`src/rtl/cdb_arbiter.sv`:
```
// cdb_arbiter: registered rotating-priority grant of the common data bus lanes.
// Define CDB_ARB_STARVE_EN to add the per-requester starvation override.
module cdb_arbiter #(
    parameter int REQUESTERS = 5,
    parameter int BUSES      = 2,
    parameter int STARVE_MAX = 7,
    localparam int LW = (BUSES > 1) ? $clog2(BUSES) : 1,
    localparam int OW = (REQUESTERS > 1) ? $clog2(REQUESTERS) : 1
) (
    input  logic                     clock,
    input  logic                     reset,
    input  logic                     clear,
    input  logic [REQUESTERS-1:0]    request,
    input  logic [BUSES-1:0]         bus_available,
    output logic [REQUESTERS-1:0]    grant,
    output logic [REQUESTERS*LW-1:0] grant_lane,
    output logic [BUSES-1:0]         lane_valid,
    output logic [BUSES*OW-1:0]      lane_owner
);

    localparam int CW = $clog2(STARVE_MAX + 1);

    logic [REQUESTERS-1:0]    elig;
    logic [REQUESTERS-1:0]    starved;
    logic [REQUESTERS-1:0]    nxt_grant;
    logic [REQUESTERS*LW-1:0] nxt_lane;
    logic [BUSES-1:0]         nxt_valid;
    logic [BUSES*OW-1:0]      nxt_owner;
    logic [BUSES-1:0]         free;
    logic [OW-1:0]            ptr;
    logic [OW-1:0]            last;
    logic [OW-1:0]            nxt_ptr;
    logic [LW-1:0]            lane;
    logic                     any;
    logic                     pick;
    int                       idx;

    function automatic logic [LW-1:0] lowest(input logic [BUSES-1:0] f);
        logic [LW-1:0] r;
        r = '0;
        for (int k = BUSES - 1; k >= 0; k--)
            if (f[k]) r = LW'(k);
        return r;
    endfunction

    // Pass 0..R-1 serves starved units by index, pass R..2R-1 is the rotating scan.
    always_comb begin
        nxt_grant = '0;
        nxt_lane  = '0;
        nxt_valid = '0;
        nxt_owner = '0;
        free      = bus_available;
        last      = ptr;
        any       = 1'b0;
        lane      = '0;
        pick      = 1'b0;
        idx       = 0;
        elig      = request & ~grant;
        for (int p = 0; p < 2 * REQUESTERS; p++) begin
            if (p < REQUESTERS) begin
                idx  = p;
                pick = starved[idx];
            end else begin
                idx = int'(ptr) + p - REQUESTERS;
                if (idx >= REQUESTERS) idx = idx - REQUESTERS;
                pick = elig[idx];
            end
            if (pick && !nxt_grant[idx] && free != '0) begin
                lane                          = lowest(free);
                nxt_grant[idx]                = 1'b1;
                nxt_lane[idx*LW +: LW]        = lane;
                nxt_valid[lane]               = 1'b1;
                nxt_owner[int'(lane)*OW +: OW] = OW'(idx);
                free[lane]                    = 1'b0;
                last                          = OW'(idx);
                any                           = 1'b1;
            end
        end
        nxt_ptr = ptr;
        if (any)
            nxt_ptr = (last == OW'(REQUESTERS - 1)) ? '0 : last + 1'b1;
    end

    always_ff @(posedge clock) begin
        if (reset || clear) begin
            grant      <= '0;
            grant_lane <= '0;
            lane_valid <= '0;
            lane_owner <= '0;
            ptr        <= '0;
        end else begin
            grant      <= nxt_grant;
            grant_lane <= nxt_lane;
            lane_valid <= nxt_valid;
            lane_owner <= nxt_owner;
            ptr        <= nxt_ptr;
        end
    end

`ifdef CDB_ARB_STARVE_EN
    logic [CW-1:0] cnt [REQUESTERS];

    always_comb begin
        starved = '0;
        for (int i = 0; i < REQUESTERS; i++)
            starved[i] = elig[i] && (cnt[i] == CW'(STARVE_MAX));
    end

    always_ff @(posedge clock) begin
        for (int i = 0; i < REQUESTERS; i++) begin
            if (reset || clear || nxt_grant[i])
                cnt[i] <= '0;
            else if (request[i] && !grant[i] && cnt[i] != CW'(STARVE_MAX))
                cnt[i] <= cnt[i] + 1'b1;
        end
    end
`else
    logic [CW-1:0] unused_starve;

    assign starved       = '0;
    assign unused_starve = CW'(STARVE_MAX);
`endif

endmodule

```
`config.mk`:
```
export PLATFORM = sky130hd
export DESIGN_NAME = cdb_arbiter
export DESIGN_NICKNAME = d
export VERILOG_FILES = /design/src/rtl/cdb_arbiter.sv
export SDC_FILE = /design/constraint.sdc
export NUM_CORES = 1
export LEC_CHECK = 0
export CAP_MARGIN = 30
export CORE_UTILIZATION = 48
export DETAILED_ROUTE_END_ITERATION = 16
export PLACE_DENSITY = 0.75
export SLEW_MARGIN = 0
export SYNTH_ARGS = -nofsm -noshare
export SYNTH_HDL_FRONTEND = slang
export SYNTH_SLANG_ARGS = --single-unit
```
`constraint.sdc`:
```
create_clock -name clock -period 7.02 [get_ports clock]
set_clock_uncertainty 0.15 [all_clocks]
set_input_delay 1.404 -clock clock [delete_from_list [all_inputs] [get_ports clock]]
set_output_delay 1.404 -clock clock [all_outputs]
set_load 0.03 [all_outputs]
```
==> results of run 1 <==
metrics by stage:
step           util [%]  setup WS [ps]  cells  power [mW]  instance area, sq um
2_1_floorplan         -            630    748        1.85                  5160
3_3_place_gp       54.4            298    900        2.50                  5640
3_5_place_dp       54.4            241    900        2.54                  5640
4_1_cts            54.9            518    904        2.63                  5690
5_1_grt            55.0           94.1    904        2.91                  5700
6_report           55.0            484    904        2.72                  5700
flip-flops by register name (all words and copies together) (netlist names):
name	flops
lane_valid	2
grant	5
lane_owner	6
ptr	3
grant_lane	5
cells by family (layout without fill, tap and decap cells):
family	Yosys count	after routing	synth area share, %
simple gates	341	341	35.4
compound gates	230	230	32.8
buf+inv	71	91	5.65
fa+ha+maj	41	41	9.89
xor+xnor	28	28	4.90
flops	21	21	8.15
mux	16	16	3.25
cell usage in the layout (no fill, tap or decap), drive strengths merged, types with 23 or more instances in the layout:
cell / Yosys / routed
buf: 15 / 29
nor3: 38 / 38
clkdlybuf4s50: 0 / 27
nor2: 64 / 64
nand4: 27 / 27
nand3: 27 / 27
o21ai: 31 / 31
xnor2: 23 / 23
inv: 28 / 28
nand2: 67 / 67
a21oi: 45 / 45
ha: 40 / 40
path summary, 6_finish.rpt:
path,from,to,cells after the start
setup / recovery,request[3],ptr[0],18
hold / removal,ptr[1],ptr[1],3
setup reg to reg,ptr[0],ptr[0],20
hold reg to reg,ptr[1],ptr[1],3
worst min-delay path: stages, from the launching register on:
cell     delay, ps
dfxtp_1        320
buf_4          210
mux2i_1        150
nor2_1          80
layer usage:
layer | share of wire (%) | GRT usage [%] | vias to the layer above
met2 | 42 | 59.8 | 464
li1 | - | - | 2938
met4 | 6.2 | 19.3 | 0
met5 | 0 | 0 | -
met3 | 11 | 8.84 | 120
met1 | 40 | 49.0 | 3047
final cells by class:
type	count	area [sq um]	share of cell area [%]
clock buffers	3	41.3	0.724
clock inverters	1	7.51	0.132
inverters	31	116	2.04
multi-input cells	656	4460	78.2
flip-flops and latches	21	420	7.37
well taps	136	170	2.99
repair buffers	56	488	8.56
power by group:
part           switching (mW)  internal [mW]  total (mW)  leakage [nW]
clock network          0.0404         0.0401      0.0805        0.0217
registers              0.0181          0.145       0.163         0.170
logic                    1.60          0.879        2.48          1.93
repair_timing:
item	CTS	global route
hold buffers	0	0
setup endpoints to repair	0	1
gates resized for setup	0	2
==> results.yml, run 1 <==
floorplan:
  io_pins: 28
  die_h_um: 106
  row_count: 37
  die_x_um: 106
  coreArea_sq_um: 10400
  fp.dieArea_sq_um: 11200
  initial_core_util_pct: 49.8
synth:
  ys_ff_latch: 21
  yosysWarnings: 0
  avgSynthCellArea_sq_um: 6.90
  synth_most_common_cell: "nand2_1"
  synth_top_area_cell: "ha_1"
  ys_seq_area_share_pct: 8.15
  synth_nets: 798
  synth_edf_count: 0
  synth.cell_area_sq_um: 5160
  synth_area_leaders: "ha_1, dfxtp_1, nand2_1, nor2_1, a21oi_1"
  netlist_instances: 748
  synth_commonest_cells: "nand2_1, nor2_1, a21oi_1"
  yosysUniqueCellTypes: 89
  async_flop_share_pct: 0
  synth_top_area_share_pct: 9.70
  ys.flop_type: "dfxtp_1"
timing:
  worst_slew_pin_slew_ps: 1030
  setup_tns_ps: 0
  finalCritPeriodShare_pct: 93.1
  fin_crit_ps: 6540
  whs_ps: 659
  finalHoldViolCount: 0
  setup_viol: 0
  slew_viol_final: 0
  fmax_ghz: 0.153
  rsz0062_at_grt: "no"
  max_slew_margin_pct: 31.6
pwr:
  power_density_nw_per_um2: 478
  peakVddDrop_uv: 223
  p_leak_nw: 2.12
setup_path:
  path_buf_inv: 1
  cp_cell_sequence: "clkdlybuf4s50_1 > nor2b_1 > nand2_1 > mux2i_1 > a211oi_1 > nor3_1 > o211ai_1 > o221a_2 > and3_1 > o31a_1 > or3_1 > o211a_1 > a21oi_1 > ha_1 > nand2b_1 > nor4_1 > a31o_1 > o31ai_2"
  crit_fanout: 8
  cp.arrival_ps: 6540
  critPathSlowestCell: "nor3_1"
  worst-setup-path-type: "in -> reg"
  cp_data_required_time_ps: 7020
  rrSetupSlack_ps: 590
  slowest_delay_ps: 680
  worstSetupEndpointType: "register"
  cpLargestDelayFamily: "simple AND/OR/NAND/NOR gates"
  startpoint_type: "input pin"
cells_and_area:
  syn_to_final_growth_pct: 10.5
  antennaDiodeCount: 0
  nFillCells: 1046
  nets: 819
  drive_above_1_share_pct: 9.38
placement:
  port_buffers: 27
  place_hpwl_um: 17100
  gp_congestion: 1.04
global_routing:
  grt_overflow: 0
  grt_pass1_wl_um: 33500
  grt_pass1_vias: 6115
  grt_antenna_before_repair: 0
  grt_max_degree: 36
  grt.total_usage_pct: 38.3
drt:
  drc: 0
  firstDrtPassIters: 7
  vias_per_cell: 7.27
  routedWlPerCell_um: 23.9
  vias: 6569
  finalWirelength_um: 21600
  drtIter0Drc: 887
  antenna_left: 0
worst_hold_path:
  hp-class: "reg -> reg"
clocking:
  cts_max_level: 1
  cts_sinks: 21
  cts_buffers: 3
  cts.path.max_buffers: 2
  clk_pin_slew_worst_paths_ps: 80
  clockRootBuffer: "clkbuf_8"
  cts_tree: "yes"
  clock_latency_ps: 260
  post_cts_buffers: 0
job:
  max_cap_viol_count: 0
run_status:
  status: "complete, no violations"
Power figures use the tool's default switching activity.
==> inputs of run 2 (changes only) <==
--- a/config.mk
+++ b/config.mk
@@ -6,6 +6,7 @@
 export NUM_CORES = 1
 export LEC_CHECK = 0
 export CAP_MARGIN = 30
+export CORE_ASPECT_RATIO = 0.7
 export CORE_UTILIZATION = 48
 export DETAILED_ROUTE_END_ITERATION = 16
 export PLACE_DENSITY = 0.75
==> run 2 against run 1 <==
  * Critical path depth rose by 10
  * Register-to-register slack worse by 100 ps
  * Die area about the same
  * Sequential cell count unchanged
  * Count of clock-buffer cells in the layout did not move
  * Via count decreased by 1.4%
  * Cell count decreased by 1.2%
  * First-iteration DRC count down 5.2%
  * Worst setup slack better by 2.1 ps
  * Routed wire length is 1.9% higher
  * Core utilization fell by 0.39 points
  * Global-route usage about the same
  * Highest routed layer unchanged
==> results.yml, run 2 (synthesis results as in run 1) <==
run_status:
  status: "complete, no violations"
global_routing:
  grt.total_usage_pct: 38.3
  grt_pass1_vias: 5760
  grt_overflow: 0
  grt_antenna_before_repair: 0
  grt_pass1_wl_um: 32900
  grt_max_degree: 36
cells_and_area:
  drive_above_1_share_pct: 8.41
  seq_area_sq_um: 420
  nets: 812
  syn_to_final_growth_pct: 9.97
  nFillCells: 993
  top_regs: "lane_owner (6), grant (5), grant_lane (5)"
  multi_input_comb_area_sq_um: 4450
  largest_reg_flops: 6
  largest_register: "lane_owner"
  final_common_cell: "nand2_1"
  antennaDiodeCount: 0
  finalNonFillerCells: 893
  final_cell_mix: "nand2_1, nor2_1, a21oi_1, ha_1, nor3_1"
drt:
  antenna_left: 0
  drc: 0
  finalWirelength_um: 22000
  drtIter0Drc: 841
  firstDrtPassIters: 6
  routedWlPerCell_um: 24.7
  vias: 6479
  vias_per_cell: 7.26
clocking:
  clock_latency_ps: 260
  clockRootBuffer: "clkbuf_16"
  cts_hold_buf: 0
  cts_tree: "yes"
  cts_buffers: 3
  clk_pin_slew_worst_paths_ps: 60
  cts_max_level: 1
  cts_sinks: 21
  cts.path.max_buffers: 2
timing:
  finalHoldViolCount: 0
  finalCritPeriodShare_pct: 93.1
  worst_slew_pin_slew_ps: 926
  fmax_ghz: 0.153
  slew_viol_final: 0
  setup_tns_ps: 0
  setup_viol: 0
  rsz0062_at_grt: "no"
  fin_crit_ps: 6530
  max_slew_margin_pct: 37.8
setup_path:
  slowest_delay_ps: 500
  startpoint_type: "register"
  cpMostUsedCell: "ha_1"
  reg2reg_depth: 28
  path_buf_inv: 4
  worst-path-stages: 28
  critPathSlowestCell: "or3_1"
  cpLargestDelayFamily: "compound AO/OA/AOI/OAI gates"
  worstSetupEndpointType: "register"
  cp_data_required_time_ps: 7040
  crit_fanout: 35
  cp.arrival_ps: 6550
  worst-setup-path-type: "reg -> reg"
placement:
  dp.cells: 889
  gp_congestion: 1.04
  port_buffers: 27
  place_hpwl_um: 17200
floorplan:
  fp.dieArea_sq_um: 11200
  die_x_um: 126
  die_h_um: 88.7
  coreArea_sq_um: 10400
  io_pins: 28
  row_count: 31
  initial_core_util_pct: 49.6
job:
  max_cap_viol_count: 0
pwr:
  intPower_mw: 1.08
  combPwrFrac_pct: 89.6
  p_sw_mw: 1.67
  power_density_nw_per_um2: 484
  peakVddDrop_uv: 235
  p_leak_nw: 2.10
  seqPwrFrac_pct: 5.9
  p_clk_share_pct: 4.5
  switching_share_pct: 60.7
worst_hold_path:
  hp-class: "reg -> reg"
  whs_path_depth: 3
run 2: changes by cell type in the layout (fill, tap and decap cells not counted):
cell,change
buf_4,-7
clkbuf_16,+3
clkbuf_8,-3
nor2b_1,+1
nor2b_2,-1
run 2: worst paths after layout:
kind | startpoint | endpoint | slack, ps
setup / recovery | ptr[0] | ptr[0] | 490
hold / removal | ptr[1] | ptr[1] | 720
setup reg to reg | ptr[0] | ptr[0] | 490
hold reg to reg | ptr[1] | ptr[1] | 720
run 2: worst register-to-register path: cells and delay by family (launching register included):
family / cells / cell delay (ps)
buffers and inverters: 4 / 640
xor gates and xnor gates: 1 / 120
and+or+nand+nor: 9 / 1890
adders and majority gates: 4 / 1080
DFF: 1 / 330
AOI/OAI and AO/OA: 10 / 2250
run 2: area by class of cell:
| cell class | instances | share of cell area [%] |
|---|---|---|
| Tap cell | 132 | 2.91 |
| Clock buffer | 3 | 1.32 |
| Inverter | 31 | 2.05 |
| Sequential cell | 21 | 7.41 |
| Multi-Input combinational cell | 656 | 78.5 |
| Timing Repair Buffer | 49 | 7.67 |
| Clock inverter | 1 | 0.132 |
run 2: power groups by stage:
stage               Clock [mW]  Combinational (mW)  Sequential, mW
global placement             0                2.27           0.163
CTS                      0.125                2.34           0.162
global route             0.130                2.61           0.165
detailed placement           0                2.32           0.164
finish                   0.124                2.46           0.163
floorplan                    0                1.64           0.211
run 2: metal layers:
metal	wire length [um]	global-route usage (%)	up-vias
li1	-	-	2920
met5	0	0	-
met2	8780	57.4	483
met1	9650	53.3	3003
met3	2910	10.8	73
met4	688	11.2	0
run 2: through the flow:
step           utilization (%)  power, mW  instance area [sq um]  setup WS, ps  hold WS (ps)
2_1_floorplan                -       1.85                   5160           630           559
3_3_place_gp              53.7       2.44                   5590           622           666
3_5_place_dp              53.7       2.48                   5590           535           663
4_1_cts                   54.5       2.62                   5670           599           684
5_1_grt                   54.6       2.90                   5670          78.1           734
6_report                  54.6       2.75                   5670           486           717
run 2: what timing repair did:
action,4_1_cts,5_1_grt
setup endpoints to repair,0,2
setup buffers,0,0
endpoints found under the hold margin,0,0
resized for setup,0,1
